## config.mk

```make
export PLATFORM = sky130hd
export DESIGN_NAME = fft_sequencer
export DESIGN_NICKNAME = d
export VERILOG_FILES = /design/src/rtl/fft_pkg.sv /design/src/rtl/fft_wb_pipe.sv /design/src/rtl/fft_sequencer.sv
export SDC_FILE = /design/constraint.sdc
export NUM_CORES = 1
export LEC_CHECK = 0
export ABC_AREA = 0
export CAP_MARGIN = 5
export CORE_AREA = 5 5 90 92
export CTS_CLUSTER_SIZE = 25
export DETAILED_ROUTE_END_ITERATION = 10
export DIE_AREA = 0 0 95 97
export PLACE_DENSITY = 0.66
export SKIP_CTS_REPAIR_TIMING = 1
export SYNTH_ARGS = -nofsm -noshare
export SYNTH_HDL_FRONTEND = slang
export SYNTH_SLANG_ARGS = --single-unit
```

## constraint.sdc

```tcl
create_clock -name clk_i -period 5.9 [get_ports clk_i]
set_clock_uncertainty 0.05 [all_clocks]
set_input_delay 1.18 -clock clk_i [delete_from_list [all_inputs] [get_ports clk_i]]
set_output_delay 1.18 -clock clk_i [all_outputs]
set_load 0.05 [all_outputs]
```

## src/rtl/fft_pkg.sv

```systemverilog
// Shared types and index math for the radix-2 DIT FFT sequencer.
package fft_pkg;

  localparam int unsigned FFT_N_POINTS_DEF = 64;
  localparam int unsigned FFT_LOG2_N_DEF   = 6;

  typedef enum logic [2:0] {
    IDLE  = 3'd0,
    LOAD  = 3'd1,
    RUN   = 3'd2,
    DRAIN = 3'd3,
    DONE  = 3'd4
  } fft_seq_state_t;

  typedef struct packed {
    logic [31:0] idx_a;
    logic [31:0] idx_b;
    logic [31:0] tw_idx;
  } fft_pair_t;

  // Butterfly k of a stage: the two legs are 2^stage apart inside blocks of 2^(stage+1).
  function automatic fft_pair_t fft_pair_idx(input logic [31:0] k,
                                             input logic [31:0] stage,
                                             input logic [31:0] log2_n);
    logic [31:0] pos;
    fft_pair_t   p;
    pos      = k & ((32'd1 << stage) - 32'd1);
    p.idx_a  = ((k >> stage) << (stage + 32'd1)) | pos;
    p.idx_b  = p.idx_a + (32'd1 << stage);
    p.tw_idx = pos << (log2_n - 32'd1 - stage);
    return p;
  endfunction

endpackage

```

## src/rtl/fft_wb_pipe.sv

```systemverilog
// Writeback delay line for {valid, idx_a, idx_b}; depth 0 is a straight wire.
module fft_wb_pipe #(
  parameter int unsigned DEPTH = 1,
  parameter int unsigned IDX_W = 6
) (
  input  logic             clk_i,
  input  logic             rst_ni,
  input  logic             valid_i,
  input  logic [IDX_W-1:0] idx_a_i,
  input  logic [IDX_W-1:0] idx_b_i,
  output logic             valid_o,
  output logic [IDX_W-1:0] idx_a_o,
  output logic [IDX_W-1:0] idx_b_o
);

  localparam int unsigned W = 1 + 2 * IDX_W;

  if (DEPTH == 0) begin : g_bypass
    assign {valid_o, idx_a_o, idx_b_o} = {valid_i, idx_a_i, idx_b_i};
  end else begin : g_pipe
    logic [W-1:0] pipe_q [DEPTH];

    // Falling edge, same as the register file it feeds.
    always_ff @(negedge clk_i or negedge rst_ni) begin
      if (!rst_ni) begin
        for (int i = 0; i < int'(DEPTH); i++) pipe_q[i] <= '0;
      end else begin
        pipe_q[0] <= {valid_i, idx_a_i, idx_b_i};
        for (int i = 1; i < int'(DEPTH); i++) pipe_q[i] <= pipe_q[i-1];
      end
    end

    assign {valid_o, idx_a_o, idx_b_o} = pipe_q[DEPTH-1];
  end

endmodule

```

## src/rtl/fft_sequencer.sv

```systemverilog
// Load / butterfly-issue / drain / done sequencer for the in-place radix-2 FFT.
// Optional FFT_SEQ_INVERSE_EN adds inverse_i and tw_conj_o (latched on start).
module fft_sequencer
  import fft_pkg::*;
#(
  parameter int unsigned N_POINTS   = FFT_N_POINTS_DEF,
  parameter int unsigned LOG2_N     = FFT_LOG2_N_DEF,
  parameter int unsigned STAGE_W    = 3,
  parameter int unsigned BF_LATENCY = 1
) (
  input  logic               clk_i,
  input  logic               rst_ni,
  input  logic               start_i,
  input  logic               stall_i,
`ifdef FFT_SEQ_INVERSE_EN
  input  logic               inverse_i,
  output logic               tw_conj_o,
`endif
  output logic               load_en_o,
  output logic               bf_valid_o,
  output logic [LOG2_N-1:0]  idx_a_o,
  output logic [LOG2_N-1:0]  idx_b_o,
  output logic [LOG2_N-2:0]  tw_idx_o,
  output logic [STAGE_W-1:0] stage_o,
  output logic               wb_en_o,
  output logic [LOG2_N-1:0]  wb_idx_a_o,
  output logic [LOG2_N-1:0]  wb_idx_b_o,
  output logic               busy_o,
  output logic               done_o
);

  localparam int unsigned KW = LOG2_N - 1;
  localparam logic [KW-1:0]      K_LAST     = KW'(N_POINTS / 2 - 1);
  localparam logic [STAGE_W-1:0] S_LAST     = STAGE_W'(LOG2_N - 1);
  localparam logic [2:0]         DRAIN_INIT = (BF_LATENCY > 0) ? 3'(BF_LATENCY - 1) : 3'd0;

  fft_seq_state_t     state_q, state_d;
  logic [KW-1:0]      k_q, k_d;
  logic [STAGE_W-1:0] stage_q, stage_d;
  logic [2:0]         drain_q, drain_d;
  logic               bf_valid_q, bf_valid_d;
  logic [LOG2_N-1:0]  idx_a_q, idx_a_d, idx_b_q, idx_b_d;
  logic [KW-1:0]      tw_q, tw_d;
  logic               load_q, done_q, busy_q;
  fft_pair_t          pair_d;

  always_comb begin
    state_d = state_q;
    k_d     = k_q;
    stage_d = stage_q;
    drain_d = drain_q;
    case (state_q)
      IDLE: if (start_i) state_d = LOAD;
      LOAD: begin
        state_d = RUN;
        k_d     = '0;
        stage_d = '0;
      end
      RUN: if (bf_valid_q) begin
        if (k_q != K_LAST) begin
          k_d = k_q + KW'(1);
        end else begin
          k_d = '0;
          if (BF_LATENCY > 0) begin
            state_d = DRAIN;
            drain_d = DRAIN_INIT;
          end else if (stage_q == S_LAST) begin
            state_d = DONE;
          end else begin
            stage_d = stage_q + STAGE_W'(1);
          end
        end
      end
      // Hold off the next stage until every writeback of this one has landed.
      DRAIN: begin
        if (drain_q != 3'd0) begin
          drain_d = drain_q - 3'd1;
        end else if (stage_q == S_LAST) begin
          state_d = DONE;
        end else begin
          state_d = RUN;
          stage_d = stage_q + STAGE_W'(1);
        end
      end
      DONE:    state_d = IDLE;
      default: state_d = IDLE;
    endcase
  end

  always_comb begin
    pair_d     = fft_pair_idx(32'(k_d), 32'(stage_d), 32'(LOG2_N));
    bf_valid_d = (state_d == RUN) && !stall_i;
    idx_a_d    = '0;
    idx_b_d    = '0;
    tw_d       = '0;
    if (state_d == RUN) begin
      idx_a_d = LOG2_N'(pair_d.idx_a);
      idx_b_d = LOG2_N'(pair_d.idx_b);
      tw_d    = KW'(pair_d.tw_idx);
    end
  end

  always_ff @(negedge clk_i or negedge rst_ni) begin
    if (!rst_ni) begin
      state_q    <= IDLE;
      k_q        <= '0;
      stage_q    <= '0;
      drain_q    <= '0;
      bf_valid_q <= 1'b0;
      idx_a_q    <= '0;
      idx_b_q    <= '0;
      tw_q       <= '0;
      load_q     <= 1'b0;
      done_q     <= 1'b0;
      busy_q     <= 1'b0;
    end else begin
      state_q    <= state_d;
      k_q        <= k_d;
      stage_q    <= stage_d;
      drain_q    <= drain_d;
      bf_valid_q <= bf_valid_d;
      idx_a_q    <= idx_a_d;
      idx_b_q    <= idx_b_d;
      tw_q       <= tw_d;
      load_q     <= (state_d == LOAD);
      done_q     <= (state_d == DONE);
      busy_q     <= (state_d != IDLE);
    end
  end

`ifdef FFT_SEQ_INVERSE_EN
  logic conj_q, conj_d;

  always_comb begin
    conj_d = conj_q;
    if (state_q == IDLE && start_i) conj_d = inverse_i;
    if (state_d == IDLE) conj_d = 1'b0;
  end

  always_ff @(negedge clk_i or negedge rst_ni) begin
    if (!rst_ni) conj_q <= 1'b0;
    else         conj_q <= conj_d;
  end

  assign tw_conj_o = conj_q;
`endif

  fft_wb_pipe #(
    .DEPTH (BF_LATENCY),
    .IDX_W (LOG2_N)
  ) u_wb_pipe (
    .clk_i   (clk_i),
    .rst_ni  (rst_ni),
    .valid_i (bf_valid_q),
    .idx_a_i (idx_a_q),
    .idx_b_i (idx_b_q),
    .valid_o (wb_en_o),
    .idx_a_o (wb_idx_a_o),
    .idx_b_o (wb_idx_b_o)
  );

  assign load_en_o  = load_q;
  assign bf_valid_o = bf_valid_q;
  assign idx_a_o    = idx_a_q;
  assign idx_b_o    = idx_b_q;
  assign tw_idx_o   = tw_q;
  assign stage_o    = stage_q;
  assign busy_o     = busy_q;
  assign done_o     = done_q;

endmodule

```

==> impl_metrics.toml <==
[status]
outcome = "finished clean"

[global_route]
groute.usage.overall = 0.1335
grt_pass1_wl_mm = 10.05
globalRouteOverflowTotal = 0
grt_max_degree = 49
grt_antenna_before_repair = 0
grt_pass1_vias = 2099

[finish]
insertedDiodeCount = 0
area_delta_synth_final_pct = 20.84
stdcell_area_sq_um = 3308
final_util = 0.4635
final_nets = 340
drive_gt1_frac = 0.1073
fin_cells = 416

[clock_tree]
clock-sinks = 48
cts-buffers-inserted = 5
cts_buffer_depth = 2
cts_tree = "done"
clk_pin_slew_ns = 0.06
htree_levels = 2
clk_latency_ns = 0.30
clk_root_buffer_cell = "clkbuf_8"

[setup_path]
crit_path_top_delay_cell = "clkdlybuf4s50_1"
criticalPathCategory = "flip-flop to output port"
cp-end-kind = "output port"
arrival_ns = 4.46
worstPathMaxFanout = 2
crit_chain = "clkdlybuf4s50_1"
worstSetupStartpointType = "flip-flop"
critical_path.top_delay_family = "buffers and inverters"
max_stage_delay_ns = 0.81
cp.required_ns = 4.67
cp_num_buf_inv = 1

[route]
num_vias = 2143
drc = 0
avgViaCountPerCell = 5.151
drtIter0Drc = 101
firstDrtPassIters = 4
routed_wl_mm = 5.786
wl_per_cell_um = 13.91
ant_nets = 0

[die]
die_h_um = 97
die_width_um = 95
placementRows = 31
pin_count = 41
initial_utilization = 0.3836
core_sq_um = 7137
die-area_sq_um = 9215

[power_and_ir_drop]
p_per_area_nw_per_um2 = 428.9
leakagePower_nw = 1.499
peakVddDrop_mv = 0.1154

[yosys]
synth_nets = 300
synthDistinctLibCells = 67
ys.flop_type = "dfrtn_1"
syn_inst = 276
async_flop_share = 1.000
syn_area_sq_um = 2738
synth_edf_count = 0
synth_area_per_cell_sq_um = 9.919
ys_warn_count = 0
seq_area_frac_synth = 0.4388
yosys_register_bits = 48

[timing]
rsz0062_at_grt = "false"
max_slew_margin = 0.5956
setup_violations = 0
fin_tns_setup_ns = 0
worst_slew_pin_slew_ns = 0.6066
hold_violations = 0
drv_slew = 0

[placed_design]
placed_cells = 408
placed_cell_area_sq_um = 3216
dp_hpwl_mm = 4.364
io_buffers = 40
gp_congestion = 0.8429

[job]
cap_violations = 0

[worst_hold_path]
hold_class = "flip-flop to flip-flop"
## report_power, final
group / switching (mW) / leakage, nW / total [mW] / internal [mW]
combinational: 0.497 / 0.840 / 0.755 / 0.258
clock: 0.103 / 0.0510 / 0.197 / 0.0936
sequential: 0.0415 / 0.608 / 0.467 / 0.426
total: 0.642 / 1.50 / 1.42 / 0.777
## path summary, 6_finish.rpt
path	startpoint	end	slack (ns)	cells past startpoint
worst min register to register	idx_a_o[1]	u_wb_pipe.g_pipe.pipe_q[7]	0.27	0
worst max register to register	drain_q[0]	idx_b_o[5]	1.23	21
min in group asynchronous	rst_ni	drain_q[2]	3.73	2
worst min-delay path	idx_a_o[1]	u_wb_pipe.g_pipe.pipe_q[7]	0.27	0
worst max-delay path	idx_b_o[5]	idx_b_o[5]	0.21	1
max in group asynchronous	rst_ni	k_q[2]	1.60	2
## cell families (layout without fill, tap and decap cells)
family | after synthesis | count (layout) | share of synthesized area
and+or+nand+nor | 104 | 104 | 0.2098
DFF | 48 | 48 | 0.4388
buffers and inverters | 29 | 70 | 0.04662
muxes | 3 | 3 | 0.01234
AOI/OAI and AO/OA | 62 | 62 | 0.1664
xor gates and xnor gates | 10 | 10 | 0.03199
adders and majority gates | 20 | 20 | 0.09415
## area by class of cell
cell class | instances | area (sq um)
Clock buffer | 6 | 82.58
Clock inverter | 2 | 10.01
Fill cell | 707 | 3829
Inverter | 19 | 73.82
Multi-Input combinational cell | 199 | 1409
Sequential cell | 48 | 1201
Tap cell | 99 | 123.9
Timing Repair Buffer | 43 | 407.9
## through the flow
step	power (mW)	hold WS (ns)	setup slack, ns
2_1_floorplan	0.9981	0.3534	0.9512
3_3_place_gp	1.224	0.2657	0.5337
3_5_place_dp	1.236	0.2688	0.5138
4_1_cts	1.434	0.2683	0.1936
5_1_grt	1.506	0.2777	0.1636
6_report	1.419	0.2667	0.2078
## metal layers
layer | track usage | up-vias | share of wire
li1 | - | 1057 | -
met1 | 0.1761 | 1028 | 0.47
met2 | 0.2148 | 48 | 0.46
met3 | 0.03026 | 10 | 0.048
met4 | 0.04218 | 0 | 0.019
met5 | 0 | - | 0
## flip-flops by register name, summed over array words and instances, names as in the netlist, 3 cells and up
| register | count |
|---|---|
| u_wb_pipe.g_pipe.pipe_q | 13 |
| idx_a_o | 6 |
| idx_b_o | 6 |
| k_q | 5 |
| tw_idx_o | 5 |
| drain_q | 3 |
| stage_o | 3 |
| state_q | 3 |
## cell usage after synthesis (5+ instances only)
cell | count | area [sq um]
inv_1 | 17 | 63.81
nand3_1 | 11 | 55.05
xor2_1 | 5 | 43.79
o21ai_0 | 12 | 60.06
ha_1 | 19 | 237.7
nor2_1 | 21 | 78.83
a31oi_1 | 6 | 37.54
nand2_1 | 23 | 86.33
xnor2_1 | 5 | 43.79
nor3_1 | 7 | 35.03
a21oi_1 | 12 | 60.06
dfrtn_1 | 48 | 1201
## cells in the final DEF, fill, tap and decap left out, types with 2 or more instances in the layout
cell type | netlist | final
dfrtn_1 | 48 | 48
clkdlybuf4s50_1 | 0 | 35
nand2_1 | 23 | 23
nor2_1 | 21 | 21
ha_1 | 19 | 19
inv_1 | 17 | 17
o21ai_0 | 12 | 12
a21oi_1 | 12 | 12
nand3_1 | 11 | 11
nor3_1 | 7 | 7
buf_4 | 1 | 7
a31oi_1 | 6 | 6
clkbuf_8 | 0 | 6
xor2_1 | 5 | 5
xnor2_1 | 5 | 5
and3_1 | 4 | 4
nand2b_1 | 4 | 4
a21o_1 | 4 | 4
or2_2 | 4 | 4
nor2b_1 | 4 | 4
nor4_1 | 4 | 4
nand4b_1 | 3 | 3
and2_1 | 3 | 3
and2b_1 | 2 | 2
a21bo_2 | 2 | 2
a32oi_1 | 2 | 2
and4b_1 | 2 | 2
mux2i_1 | 2 | 2
o211ai_1 | 2 | 2
a211o_1 | 2 | 2
o21bai_1 | 2 | 2
clkinv_2 | 0 | 2
No activity file was read; power rests on OpenSTA's default activity.
